## src/rtl/vga_obj_pkg.sv

```systemverilog
// Shared types and encodings for the VGA rectangle-object scheduler.
// Field select codes, attr bit positions, the obj_t descriptor and default parameters.
package vga_obj_pkg;

  localparam int OBJ_CW = 10;
  localparam int N_OBJ_DEF = 4;
  localparam logic [2:0] BG_RGB_DEF = 3'b001;

  localparam logic [2:0] FLD_X    = 3'd0;
  localparam logic [2:0] FLD_Y    = 3'd1;
  localparam logic [2:0] FLD_W    = 3'd2;
  localparam logic [2:0] FLD_H    = 3'd3;
  localparam logic [2:0] FLD_ATTR = 3'd4;

  localparam int ATTR_RGB_LSB = 0;
  localparam int ATTR_EN      = 3;
  localparam int ATTR_OUTLINE = 4;

  typedef struct packed {
    logic [OBJ_CW-1:0] ox;
    logic [OBJ_CW-1:0] oy;
    logic [OBJ_CW-1:0] w;
    logic [OBJ_CW-1:0] h;
    logic              en;
    logic [2:0]        rgb;
    logic              outline;
  } obj_t;

  typedef enum logic {ARB_IDLE, ARB_GRANT} arb_state_t;

endpackage

```

## src/rtl/vga_obj_hit.sv

```systemverilog
// Combinational hit test of one rectangle against the current pixel; zero latency, no flow control.
// VGA_OBJ_SCHED_OUTLINE_EN makes outline objects hit only within 2 pixels of their edge.
module vga_obj_hit
  import vga_obj_pkg::*;
(
  input  obj_t              obj,
  input  logic [OBJ_CW-1:0] pix_x,
  input  logic [OBJ_CW-1:0] pix_y,
  output logic              hit
);

  localparam logic [OBJ_CW:0] TWO = (OBJ_CW+1)'(2);

  // One extra bit so origin + size never wraps; off-screen parts simply never match.
  logic [OBJ_CW:0] x, y, x_end, y_end;
  logic            in_rect;

  assign x     = {1'b0, pix_x};
  assign y     = {1'b0, pix_y};
  assign x_end = {1'b0, obj.ox} + {1'b0, obj.w};
  assign y_end = {1'b0, obj.oy} + {1'b0, obj.h};

  assign in_rect = obj.en && (pix_x >= obj.ox) && (x < x_end)
                          && (pix_y >= obj.oy) && (y < y_end);

`ifdef VGA_OBJ_SCHED_OUTLINE_EN
  logic near_edge;
  // Far edges compared as x + 2 >= end to avoid underflow on tiny objects.
  assign near_edge = (x < {1'b0, obj.ox} + TWO) || (x + TWO >= x_end)
                  || (y < {1'b0, obj.oy} + TWO) || (y + TWO >= y_end);
  assign hit = in_rect && (!obj.outline || near_edge);
`else
  logic unused_outline;
  assign unused_outline = obj.outline ^ TWO[1];
  assign hit = in_rect;
`endif

endmodule

```

## src/rtl/vga_obj_scheduler.sv

```systemverilog
// Round-robin req/gnt writes into shadow object registers, committed on frame_start; composites objects over BG.
// Pixel path 1 cycle latency; one write per 2 cycles, requesters hold until gnt. Option: VGA_OBJ_SCHED_OUTLINE_EN.
module vga_obj_scheduler
  import vga_obj_pkg::*;
#(
  parameter int         N_OBJ  = N_OBJ_DEF,
  parameter int         CW     = OBJ_CW,
  parameter logic [2:0] BG_RGB = BG_RGB_DEF
) (
  input  logic          clk,
  input  logic          rst_n,
  input  logic          pix_valid,
  input  logic [CW-1:0] pix_x,
  input  logic [CW-1:0] pix_y,
  input  logic          frame_start,
  input  logic          req0,
  input  logic          req1,
  input  logic [1:0]    obj0,
  input  logic [1:0]    obj1,
  input  logic [2:0]    fld0,
  input  logic [2:0]    fld1,
  input  logic [CW-1:0] dat0,
  input  logic [CW-1:0] dat1,
  output logic          gnt0,
  output logic          gnt1,
  output logic          pending,
  output logic          vga_r,
  output logic          vga_g,
  output logic          vga_b
);

  arb_state_t state, state_nxt;
  logic       sel, sel_nxt;     // requester owning the current/next grant
  logic       last, last_nxt;   // requester granted most recently

  always_ff @(posedge clk or negedge rst_n) begin
    if (!rst_n) begin
      state <= ARB_IDLE;
      sel   <= 1'b0;
      last  <= 1'b1;
    end else begin
      state <= state_nxt;
      sel   <= sel_nxt;
      last  <= last_nxt;
    end
  end

  always_comb begin
    state_nxt = state;
    sel_nxt   = sel;
    last_nxt  = last;
    gnt0      = 1'b0;
    gnt1      = 1'b0;
    case (state)
      ARB_IDLE: begin
        if (req0 || req1) begin
          state_nxt = ARB_GRANT;
          sel_nxt   = (req0 && req1) ? ~last : req1;
        end
      end
      ARB_GRANT: begin
        gnt0      = ~sel;
        gnt1      = sel;
        last_nxt  = sel;
        state_nxt = ARB_IDLE;
      end
      default: state_nxt = ARB_IDLE;
    endcase
  end

  logic          wr_valid;
  logic [1:0]    wr_obj;
  logic [2:0]    wr_fld;
  logic [CW-1:0] wr_dat;

  assign wr_obj   = sel ? obj1 : obj0;
  assign wr_fld   = sel ? fld1 : fld0;
  assign wr_dat   = sel ? dat1 : dat0;
  assign wr_valid = (state == ARB_GRANT) && (wr_fld <= FLD_ATTR);

  obj_t shadow [N_OBJ];
  obj_t active [N_OBJ];

  // Non-blocking copy means a same-cycle write stays in shadow and misses this commit.
  always_ff @(posedge clk or negedge rst_n) begin
    if (!rst_n) begin
      for (int i = 0; i < N_OBJ; i++) begin
        shadow[i] <= '0;
        active[i] <= '0;
      end
      pending <= 1'b0;
    end else begin
      if (frame_start) active <= shadow;
      if (wr_valid) begin
        pending <= 1'b1;
        case (wr_fld)
          FLD_X:   shadow[wr_obj].ox <= wr_dat;
          FLD_Y:   shadow[wr_obj].oy <= wr_dat;
          FLD_W:   shadow[wr_obj].w  <= wr_dat;
          FLD_H:   shadow[wr_obj].h  <= wr_dat;
          default: begin
            shadow[wr_obj].en      <= wr_dat[ATTR_EN];
            shadow[wr_obj].rgb     <= wr_dat[ATTR_RGB_LSB +: 3];
            shadow[wr_obj].outline <= wr_dat[ATTR_OUTLINE];
          end
        endcase
      end else if (frame_start) begin
        pending <= 1'b0;
      end
    end
  end

  logic [N_OBJ-1:0] hit;

  for (genvar i = 0; i < N_OBJ; i++) begin : g_hit
    vga_obj_hit u_hit (
      .obj   (active[i]),
      .pix_x (pix_x),
      .pix_y (pix_y),
      .hit   (hit[i])
    );
  end

  logic [2:0] rgb_nxt;

  always_comb begin
    rgb_nxt = BG_RGB;
    for (int i = N_OBJ - 1; i >= 0; i--) begin
      if (hit[i]) rgb_nxt = active[i].rgb;
    end
    if (!pix_valid) rgb_nxt = 3'b000;
  end

  always_ff @(posedge clk or negedge rst_n) begin
    if (!rst_n) {vga_r, vga_g, vga_b} <= 3'b000;
    else        {vga_r, vga_g, vga_b} <= rgb_nxt;
  end

endmodule

```

## config.mk

```make
export PLATFORM = sky130hd
export DESIGN_NAME = vga_obj_scheduler
export DESIGN_NICKNAME = d
export VERILOG_FILES = /design/src/rtl/vga_obj_pkg.sv /design/src/rtl/vga_obj_hit.sv /design/src/rtl/vga_obj_scheduler.sv
export SDC_FILE = /design/constraint.sdc
export NUM_CORES = 1
export LEC_CHECK = 0
export ABC_AREA = 1
export BUFFER_PORTS_ARGS = -buffer_cell sky130_fd_sc_hd__buf_2
export CORE_MARGIN = 4
export CORE_UTILIZATION = 64
export DETAILED_ROUTE_END_ITERATION = 16
export PLACE_DENSITY = 0.87
export SETUP_SLACK_MARGIN = 0.3
export SLEW_MARGIN = 20
export SYNTH_ARGS = -nofsm -noshare
export SYNTH_HDL_FRONTEND = slang
export SYNTH_SLANG_ARGS = --single-unit
```

## constraint.sdc

```tcl
create_clock -name clk -period 3.43 [get_ports clk]
set_input_delay 0 -clock clk [delete_from_list [all_inputs] [get_ports clk]]
set_output_delay 0 -clock clk [all_outputs]
set_load 0.02 [all_outputs]
```

==> impl_summary.txt <==
----------------------------------------------------
[CTS]
  Number of buffers created by CTS ... 39
  Clock transition at the registers of the reported paths ... 60 ps
  H-tree lvl count ... 2
  Clock tree from TritonCTS ... done
  Library cell used as clock root buffer ... sky130_fd_sc_hd__clkbuf_16
  Clock buffer depth ... 3
  Clk sink count ... 359
  Clock latency on the worst-skew pair ... 540 ps

[Min path]
  Hold Path Class ... input port to flop

[Placement]
  Number of buffers inserted by port buffering ... 61
  HPWL reported at the end of detailed placement ... 46.15 mm
  Final weighted congestion in routability-driven placement ... 0.9880

[Power and ir drop]
  Power per standard cell area ... 853.4 nW/µm²
  Maximum resistive drop on vdd ... 473.7 µV
  Pleak ... 0.01171 µW

[STA]
  Tmin final ... 3059 ps
  Worst rel slew slack ... 36.58%
  Max Transition Viols Final ... 0
  Highest achievable clock rate ... 0.3269 GHz
  Total negative slack for setup checks ... 0 ps
  Hold violation count in the final report ... 0
  Period utilisation layout ... 89.18%
  Setup violation total in the final timing report ... 0
  Worst-margin pin slew ... 951.3 ps
  Final setup skew ... 15.53 ps
  Setup repair after global routing missed its margin ... yes

[Global routing]
  Initial antenna violation count ... 1
  Via count of the first global-routing pass ... 20,310
  Overall routing resource usage ... 33.85%
  Maximum number of pins on one net before global-route repair ... 155
  First-pass GRT wire length ... 105.4 mm
  Congestion Overflow GR ... 0

[Worst setup path]
  Kind of start point of the critical path ... flop
  Critical path required time ... 3900 ps
  Cell chain of the critical path ... ha_2, fa_2, inv_1, nor2_1, nor2_2, xor2_1, ha_1, a21o_1, nor2_1, nand2_1, nand2_1, nand2_1, nand2_1, nand2_2, nand2_1, nand2_1, nor2_4, nor2_1, nor2_1, nor2_1, nor2_1
  Type of the worst setup path ... flop to flop
  Crit path max-delay family ... simple AND/OR/NAND/NOR gates
  Endpoint kind of the worst setup timing path ... flop
  Signal arrival time at the worst endpoint ... 3530 ps
  Buffers and inverters on the worst path ... 1
  Crit-path max cell delay ... 410 ps
  Slowest-stage cell, CP ... sky130_fd_sc_hd__dfrtp_1
  Crit-path max FO ... 3

[Yosys]
  Cell accounting for the most synthesized area ... sky130_fd_sc_hd__dfrtp_1
  Flip-flop and latch count after synthesis ... 359
  Dominant register cell in the synthesized netlist ... sky130_fd_sc_hd__dfrtp_1
  Async set-or-reset flop fraction in the synthesized netlist ... 100.0%
  EDFF count, synth ... 0
  Count of unique library cells instantiated by Yosys ... 49
  Sequential share of the synthesized area ... 39.83%
  Area share of the largest cell type after synthesis ... 39.72%
  Area of the mapped netlist ... 22,560 µm²
  Synth Instances ... 2,708
  Post-synthesis net count ... 3,004
  Mean area per synthesized cell ... 8.330 µm²
  Total number of yosys warnings ... 0
  Area contributors post-synth ... sky130_fd_sc_hd__dfrtp_1 40%, sky130_fd_sc_hd__ha_1 13%, sky130_fd_sc_hd__nand2_1 8.6%

[Die]
  Core area ... 34,630 µm²
  Core Rows ... 68
  Floorplan die area ... 38,310 µm²
  Die Ht ... 195.7 µm
  IO Pins ... 62
  Initial Utilization ... 65.14%
  Floorplan die width ... 195.7 µm

[Route]
  Number of vias after detailed routing ... 20,430
  Initial DRC count ... 2,217
  Final antenna-violating net count ... 0
  Routed wire length per instance ... 20.64 µm
  DRC Markers ... 0
  First drt pass iteration count ... 6
  Vias per cell ... 6.306
  Aggregate routed wire length ... 66.86 mm

[Cells and area]
  Share of cells above drive strength 1 ... 10.56%
  Number of filler cells placed in the layout ... 2,445
  Syn-to-layout area delta ... 11.23%
  Number of nets in the layout ... 3,052
  Commonest non-fill, non-tap cells in the layout ... 506 x sky130_fd_sc_hd__nand2_1, 364 x sky130_fd_sc_hd__inv_1, 356 x sky130_fd_sc_hd__dfrtp_1
  Most common cell after layout, fill and taps aside ... sky130_fd_sc_hd__nand2_1
  Antenna Diode Count ... 0
  Post-layout util ... 72.46%

[Job]
  Max-cap violations ... 0

[Outcome]
  Outcome ... finished clean

----------------------------------------------------
layer usage:
metal | share of wire, % | track usage [%]
met1 | 38 | 43.38
met2 | 46 | 54.50
met3 | 9.9 | 7.385
met4 | 6.2 | 17.27
met5 | 0.019 | 0
path summary, 6_finish.rpt:
check | start | end | slack (ps) | cells after the start
max | active[80]$_DFFE_PN0P_ | vga_b$_DFF_PN0_ | 370 | 21
min | fld1[1] | flop | 70 | 6
max reg2reg | active[80]$_DFFE_PN0P_ | vga_b$_DFF_PN0_ | 370 | 21
min reg2reg | flop | active[161]$_DFFE_PN0P_ | 480 | 2
max in group asynchronous | rst_n | active[86]$_DFFE_PN0P_ | 2310 | 3
min in group asynchronous | rst_n | async pin | 80 | 2
synth_stat cells, types with 20 or more instances:
cell                       number
sky130_fd_sc_hd__ha_1         232
sky130_fd_sc_hd__o21ai_0      164
sky130_fd_sc_hd__a21oi_1      188
sky130_fd_sc_hd__nor2_1       235
sky130_fd_sc_hd__buf_2         27
sky130_fd_sc_hd__inv_1        366
sky130_fd_sc_hd__o32ai_1       30
sky130_fd_sc_hd__nand4_1       20
sky130_fd_sc_hd__clkbuf_1      57
sky130_fd_sc_hd__xor2_1        42
sky130_fd_sc_hd__dfrtp_1      358
sky130_fd_sc_hd__a32oi_1       30
sky130_fd_sc_hd__xnor2_1       22
sky130_fd_sc_hd__o22ai_1      124
sky130_fd_sc_hd__o31ai_1       39
sky130_fd_sc_hd__a22oi_1       54
sky130_fd_sc_hd__nand3_1       38
sky130_fd_sc_hd__mux2_2        21
sky130_fd_sc_hd__nand2_1      518
power by group:
part           switching [µW]  total [µW]  internal, µW  leakage (µW)
Clock                    1800        4450          2650      0.000664
Combinational            6180        9910          3730       0.00636
Sequential               1240        7060          5820       0.00469
Total                    9220       21400         12200        0.0117
tightest hold or removal path: cells and delay by family:
family / cells / cell delay, ps
AOI/OAI and AO/OA: 3 / 260
buffers and inverters: 2 / 200
and+or+nand+nor: 1 / 110
timing repair:
item / CTS / global route
pin swaps: 2 / 31
setup buffers: 0 / 8
cloned: 0 / 1
hold buffers: 13 / 0
resized for setup: 12 / 65
setup endpoints to repair: 3 / 25
hold endpoints to repair: 99 / 0
final cells by class:
type | count | area (µm²) | share of cell area (%)
repair buffers | 111 | 808.3 | 3.221
multi-input cells | 1866 | 11940 | 47.59
clock buffers | 54 | 1144 | 4.558
well taps | 455 | 569.3 | 2.269
inverters | 379 | 1433 | 5.710
flip-flops and latches | 359 | 8987 | 35.82
clock inverters | 16 | 207.7 | 0.8278
per-stage QoR:
stage               total power (µW)  cells  cell area, µm²  worst slack (ps)  hold slack, ps
finish                         21410   3240           25090             371.1           67.99
floorplan                      13580   2708           22560             486.8          -295.6
detailed placement             16250   3148           23260             73.56           65.01
global placement               15630   3148           23260             181.6           63.08
global route                   22950   3240           25090             217.2           89.95
CTS                            20840   3231           24760             303.4           34.14
cells by family after synthesis:
kind of cell | after synthesis | synth area share, %
and+or+nand+nor | 846 | 15.24
xor gates and xnor gates | 64 | 2.485
adders and majority gates | 240 | 13.58
AOI/OAI and AO/OA | 687 | 18.92
muxes | 28 | 1.359
DFF | 359 | 39.83
buffers and inverters | 484 | 8.581
Note: power is estimated with default switching activity, not from simulation.
